## config.mk

```make
export PLATFORM = sky130hd
export DESIGN_NAME = kernel_run_sequencer
export DESIGN_NICKNAME = d
export VERILOG_FILES = /design/src/rtl/kernel_run_sequencer.sv
export SDC_FILE = /design/constraint.sdc
export NUM_CORES = 1
export LEC_CHECK = 0
export CORE_ASPECT_RATIO = 1.1
export CORE_MARGIN = 5
export CORE_UTILIZATION = 55
export CTS_BUF_LIST = sky130_fd_sc_hd__clkbuf_8
export CTS_CLUSTER_DIAMETER = 40
export CTS_CLUSTER_SIZE = 25
export DETAILED_ROUTE_END_ITERATION = 8
export GPL_TIMING_DRIVEN = 1
export HOLD_SLACK_MARGIN = 0.03
export PLACE_DENSITY = 0.71
export SLEW_MARGIN = 10
export SYNTH_ARGS = -nofsm -noshare
export SYNTH_HDL_FRONTEND = slang
export SYNTH_SLANG_ARGS = --single-unit
```

## constraint.sdc

```tcl
create_clock -name clock -period 6.15 [get_ports clock]
set_clock_uncertainty 0.05 [all_clocks]
set_input_delay 0.9225 -clock clock [delete_from_list [all_inputs] [get_ports clock]]
set_output_delay 0.9225 -clock clock [all_outputs]
set_load 0.02 [all_outputs]
```

## src/rtl/kernel_run_sequencer.sv

```systemverilog
// Multi-run driver for an HLS kernel: reset/start/wait per run, latency measurement, watchdog abort.
// Optional run statistics (stat_min/stat_max/stat_sum) are built when KRS_STATS_EN is defined.
module kernel_run_sequencer #(
    parameter int unsigned CYC_W       = 32,
    parameter int unsigned RUNS_W      = 8,
    parameter int unsigned TIMEOUT_CYC = 200000000,
    parameter int unsigned RES_DEPTH   = 4
) (
    input  logic                       clock,
    input  logic                       reset,
    input  logic                       go,
    input  logic [RUNS_W-1:0]          num_runs,
    output logic                       busy,
    output logic                       seq_done,
    output logic                       kernel_rst_n,
    output logic                       kernel_start,
    input  logic                       kernel_done,
    output logic                       res_valid,
    input  logic                       res_ready,
    output logic [2+RUNS_W+CYC_W-1:0]  res_data
`ifdef KRS_STATS_EN
    ,
    output logic [CYC_W-1:0]           stat_min,
    output logic [CYC_W-1:0]           stat_max,
    output logic [CYC_W+RUNS_W-1:0]    stat_sum
`endif
);

    localparam int unsigned REC_W = 2 + RUNS_W + CYC_W;
    localparam int unsigned PTR_W = $clog2(RES_DEPTH);
    localparam logic [CYC_W-1:0] TimeoutVal = CYC_W'(TIMEOUT_CYC);
    localparam logic [1:0] StatOk      = 2'b01;
    localparam logic [1:0] StatTimeout = 2'b10;

    typedef enum logic [2:0] {
        StIdle, StRst0, StRst1, StStart, StWait, StReport, StFin
    } state_e;

    state_e              state_q;
    logic [RUNS_W-1:0]   runs_q;
    logic [RUNS_W-1:0]   run_idx_q;
    logic [CYC_W-1:0]    cyc_q;
    logic [CYC_W-1:0]    cycles_q;
    logic [1:0]          status_q;
    logic                pushed_q;

    logic [REC_W-1:0]    fifo_mem [RES_DEPTH];
    logic [PTR_W-1:0]    wr_ptr_q;
    logic [PTR_W-1:0]    rd_ptr_q;
    logic [PTR_W:0]      count_q;
    logic                full;
    logic                push;
    logic                pop;

    assign full      = (count_q == (PTR_W+1)'(RES_DEPTH));
    assign res_valid = (count_q != '0);
    assign res_data  = fifo_mem[rd_ptr_q];
    assign pop       = res_valid && res_ready;
    // A pop in the same cycle frees the slot, so a full FIFO can still accept the push.
    assign push      = (state_q == StReport) && !pushed_q && (!full || pop);

    always_ff @(posedge clock) begin
        if (push) begin
            fifo_mem[wr_ptr_q] <= {status_q, run_idx_q, cycles_q};
        end
    end

    always_ff @(posedge clock) begin
        if (reset) begin
            wr_ptr_q <= '0;
            rd_ptr_q <= '0;
            count_q  <= '0;
        end else begin
            if (push) wr_ptr_q <= wr_ptr_q + 1'b1;
            if (pop)  rd_ptr_q <= rd_ptr_q + 1'b1;
            if (push && !pop)      count_q <= count_q + 1'b1;
            else if (!push && pop) count_q <= count_q - 1'b1;
        end
    end

    always_ff @(posedge clock) begin
        if (reset) begin
            state_q      <= StIdle;
            busy         <= 1'b0;
            seq_done     <= 1'b0;
            kernel_rst_n <= 1'b0;
            kernel_start <= 1'b0;
            pushed_q     <= 1'b0;
            runs_q       <= '0;
            run_idx_q    <= '0;
            cyc_q        <= '0;
            cycles_q     <= '0;
            status_q     <= StatOk;
        end else begin
            seq_done     <= 1'b0;
            kernel_start <= 1'b0;
            kernel_rst_n <= 1'b1;
            unique case (state_q)
                StIdle: begin
                    if (go) begin
                        if (num_runs == '0) begin
                            seq_done <= 1'b1;
                        end else begin
                            runs_q       <= num_runs;
                            run_idx_q    <= '0;
                            busy         <= 1'b1;
                            kernel_rst_n <= 1'b0;
                            state_q      <= StRst0;
                        end
                    end
                end
                StRst0: begin
                    kernel_rst_n <= 1'b0;
                    state_q      <= StRst1;
                end
                StRst1: begin
                    kernel_start <= 1'b1;
                    cyc_q        <= CYC_W'(1);
                    state_q      <= StStart;
                end
                StStart, StWait: begin
                    // Done is checked before the watchdog so a done on the limit cycle is OK.
                    if (kernel_done) begin
                        status_q <= StatOk;
                        cycles_q <= cyc_q;
                        state_q  <= StReport;
                    end else if (cyc_q >= TimeoutVal) begin
                        status_q <= StatTimeout;
                        cycles_q <= TimeoutVal;
                        state_q  <= StReport;
                    end else begin
                        cyc_q   <= cyc_q + 1'b1;
                        state_q <= StWait;
                    end
                end
                StReport: begin
                    if (!pushed_q) begin
                        if (push) begin
                            if (status_q == StatTimeout || run_idx_q == runs_q - 1'b1) begin
                                seq_done <= 1'b1;
                                state_q  <= StFin;
                            end else begin
                                pushed_q <= 1'b1;
                            end
                        end
                    end else if (!full) begin
                        // Next run starts only once its result is guaranteed a slot.
                        pushed_q     <= 1'b0;
                        run_idx_q    <= run_idx_q + 1'b1;
                        kernel_rst_n <= 1'b0;
                        state_q      <= StRst0;
                    end
                end
                StFin: begin
                    busy    <= 1'b0;
                    state_q <= StIdle;
                end
                default: state_q <= StIdle;
            endcase
        end
    end

`ifdef KRS_STATS_EN
    always_ff @(posedge clock) begin
        if (reset || (state_q == StIdle && go)) begin
            stat_min <= '1;
            stat_max <= '0;
            stat_sum <= '0;
        end else if (push && status_q == StatOk) begin
            if (cycles_q < stat_min) stat_min <= cycles_q;
            if (cycles_q > stat_max) stat_max <= cycles_q;
            stat_sum <= stat_sum + (CYC_W+RUNS_W)'(cycles_q);
        end
    end
`endif

endmodule

```

==> out/metrics.yaml <==
cts_buffers: 29
ctsHoldBuffers: 0
place_congestion: 0.8695
p_sw_mw: 1.119
drtIter0Drc: 533
grt_max_degree: 52
grt_pass1_vias: 6488
required_ns: 5.18
path_cells: "buf_4, mux4_2, clkdlybuf4s50_1"
ant_nets: 0
p_sw_frac: 0.2761
place_area_sq_um: 11380
rsz0062_at_grt: "no"
die-area_sq_um: 22160
cts_tree: "done"
fin_nets: 819
p_int_mw: 2.934
async_reset_ff_frac: 0
path_class: "flip-flop to primary output"
synth_cell_types: 61
path_clk_slew_ns: 0.09
period_needed_ns: 4.019
worstSetupEndpointType: "primary output"
die_h_microns: 155.6
coreArea_sq_um: 19030
final-hold-violation-count: 0
grt_pass1_wl_microns: 33920
synth_most_common_cell: "edfxtp_1"
synth_top_area_share: 0.4758
dr.pass1.iters: 5
path_max_fanout: 26
viasPerCell: 6.027
power_density_nw_per_um2: 334.5
start_util: 0.5572
drive_above_1_share: 0.1563
leakage_nw: 4.027
tns_ns: 0
post_cts_resized: 0
relSlewSlack: 0.2332
combPwrFrac: 0.165
p_clk_frac: 0.339
syn_nets: 765
wl_per_cell_microns: 19.27
cp.arrival_ns: 3.05
hold_path_depth: 1
cts-htree-levels: 1
synth_common_cells: "edfxtp_1, dfxtp_1, nor2_1, mux4_2, a21oi_1"
antenna_cells: 0
cp-start-kind: "flip-flop"
ys_seq_area_frac: 0.6627
ys.flop_type: "edfxtp_1"
fin_area_sq_um: 12120
io_buffers: 59
root_buffer: "clkbuf_8"
cap_violations: 0
setup_viol_count_final: 0
syn_area_sq_um: 10600
synth_cells: 742
synth_warnings: 0
dpl.hpwl_microns: 12860
synth_edf_count: 168
r2r_cells: 6
worst_path_largest_cell_delay_ns: 0.74
ios: 60
syn_to_final_growth_pct: 14.28
grt.total_usage: 0.1886
cts_setup_buffers: 0
dr_total_vias: 6425
synth_seq_cells: 267
die_x_microns: 142.4
core.rowCount: 53
synth_area_per_cell_sq_um: 14.29
outcome: "finished, final reports clean"
clk_latency_ns: 0.57
drc: 0
hp-class: "flip-flop to flip-flop"
wl_microns: 20540
p_seq_frac: 0.496
ir_worst_vdd_mv: 0.2450
cp_slowest_cell: "dfxtp_2"
drv_slew: 0
yosys.area.top_type: "edfxtp_1"
synth_area_leaders: "edfxtp_1, dfxtp_1, mux4_2, nor2_1, a21oi_1"
clkSinkCount: 267
fmax_ghz: 0.2488
grt_antenna_before_repair: 0
cts_buffer_depth: 3
grt.overflow.total: 0
post-route-period-util: 0.6534
tightest_slew_ns: 1.150
-- sequential cells by signal, indices dropped and copies added (netlist names), 2 cells and up, named ones only --
signal and count:
run_idx_q 8, runs_q 8, rd_ptr_q 2, count_q 3
cyc_q 32, wr_ptr_q 2, fifo_mem 168, status_q 2
cycles_q 32, state_q 3
-- final timing paths --
kind,from,to,slack (ns)
min reg2reg,cyc_q[30],cyc_q[30],0.45
max,flip-flop,res_data[1],2.13
min,cyc_q[30],cyc_q[30],0.45
max reg2reg,state_q[2],cyc_q[25],2.88
-- power groups by stage --
| stage | Sequential [mW] | Clock [mW] | Combinational (mW) |
|---|---|---|---|
| floorplan | 2.01 | 0 | 0.497 |
| global placement | 2.05 | 0 | 0.660 |
| detailed placement | 2.05 | 0 | 0.672 |
| CTS | 2.01 | 1.40 | 0.675 |
| global route | 2.02 | 1.48 | 0.726 |
| finish | 2.01 | 1.37 | 0.669 |
-- per-stage QoR --
step / power [mW] / instances / util / hold slack [ns] / setup WS (ns)
after global routing: 4.231 / 1066 / 0.6367 / 0.4624 / 1.863
after floorplan: 2.502 / 742 / - / 0.4040 / 3.253
after detailed placement: 2.725 / 1012 / 0.5981 / 0.4286 / 2.315
after global placement: 2.709 / 1012 / 0.5981 / 0.4194 / 2.373
final: 4.053 / 1066 / 0.6367 / 0.4452 / 2.131
after CTS: 4.092 / 1066 / 0.6367 / 0.4469 / 2.002
-- worst max-delay path: cells and delay by family (launching register included) --
| kind | cells | cell delay (ns) |
|---|---|---|
| mux | 1 | 0.58 |
| flops | 1 | 0.74 |
| buf+inv | 2 | 1.13 |
-- area by class of cell --
type,instances,area [sq um]
Clock buffer,29,399.1
Clock inverter,25,336.6
Fill cell,1386,6914
Inverter,11,41.29
Multi-Input combinational cell,421,3364
Sequential cell,267,7029
Tap cell,247,309.0
Timing Repair Buffer,66,638.1
-- metal layers --
layer / global-route usage / part of all wire / up-vias / wire [microns]
met1: 0.2682 / 0.44 / 3216 / 9096
met4: 0.05387 / 0.020 / 0 / 410
li1: - / - / 2989 / -
met3: 0.02606 / 0.047 / 35 / 973
met5: 0 / 0 / - / 0
met2: 0.3087 / 0.49 / 185 / 10060
-- placed cells by master, fill, tap and decap left out, types with 14 or more instances in the layout --
| cell type | n |
|---|---|
| clkbuf_8 | 29 |
| o21ai_0 | 18 |
| xor2_1 | 14 |
| nor2_1 | 64 |
| dfxtp_1 | 97 |
| or3_1 | 16 |
| edfxtp_1 | 168 |
| mux4_2 | 42 |
| or4_1 | 16 |
| nand4_1 | 16 |
| clkdlybuf4s50_1 | 58 |
| nand2_1 | 33 |
| a22oi_1 | 20 |
| a21oi_1 | 34 |
| nand3_1 | 19 |
-- logic make-up (layout without fill, tap and decap cells) --
group                    count (synthesis)  in the layout  synth area share
AO/OA/AOI/OAI                          123            123           0.08248
XOR/XNOR                                20             20           0.01652
flip-flops                             267            267            0.6627
multiplexers                            52             52           0.09876
adder cells (fa/ha/maj)                 10             10           0.01251
buffers and inverters                   54            131           0.02053
AND/OR/NAND/NOR                        216            216            0.1066
(Power assumes the default switching activity.)
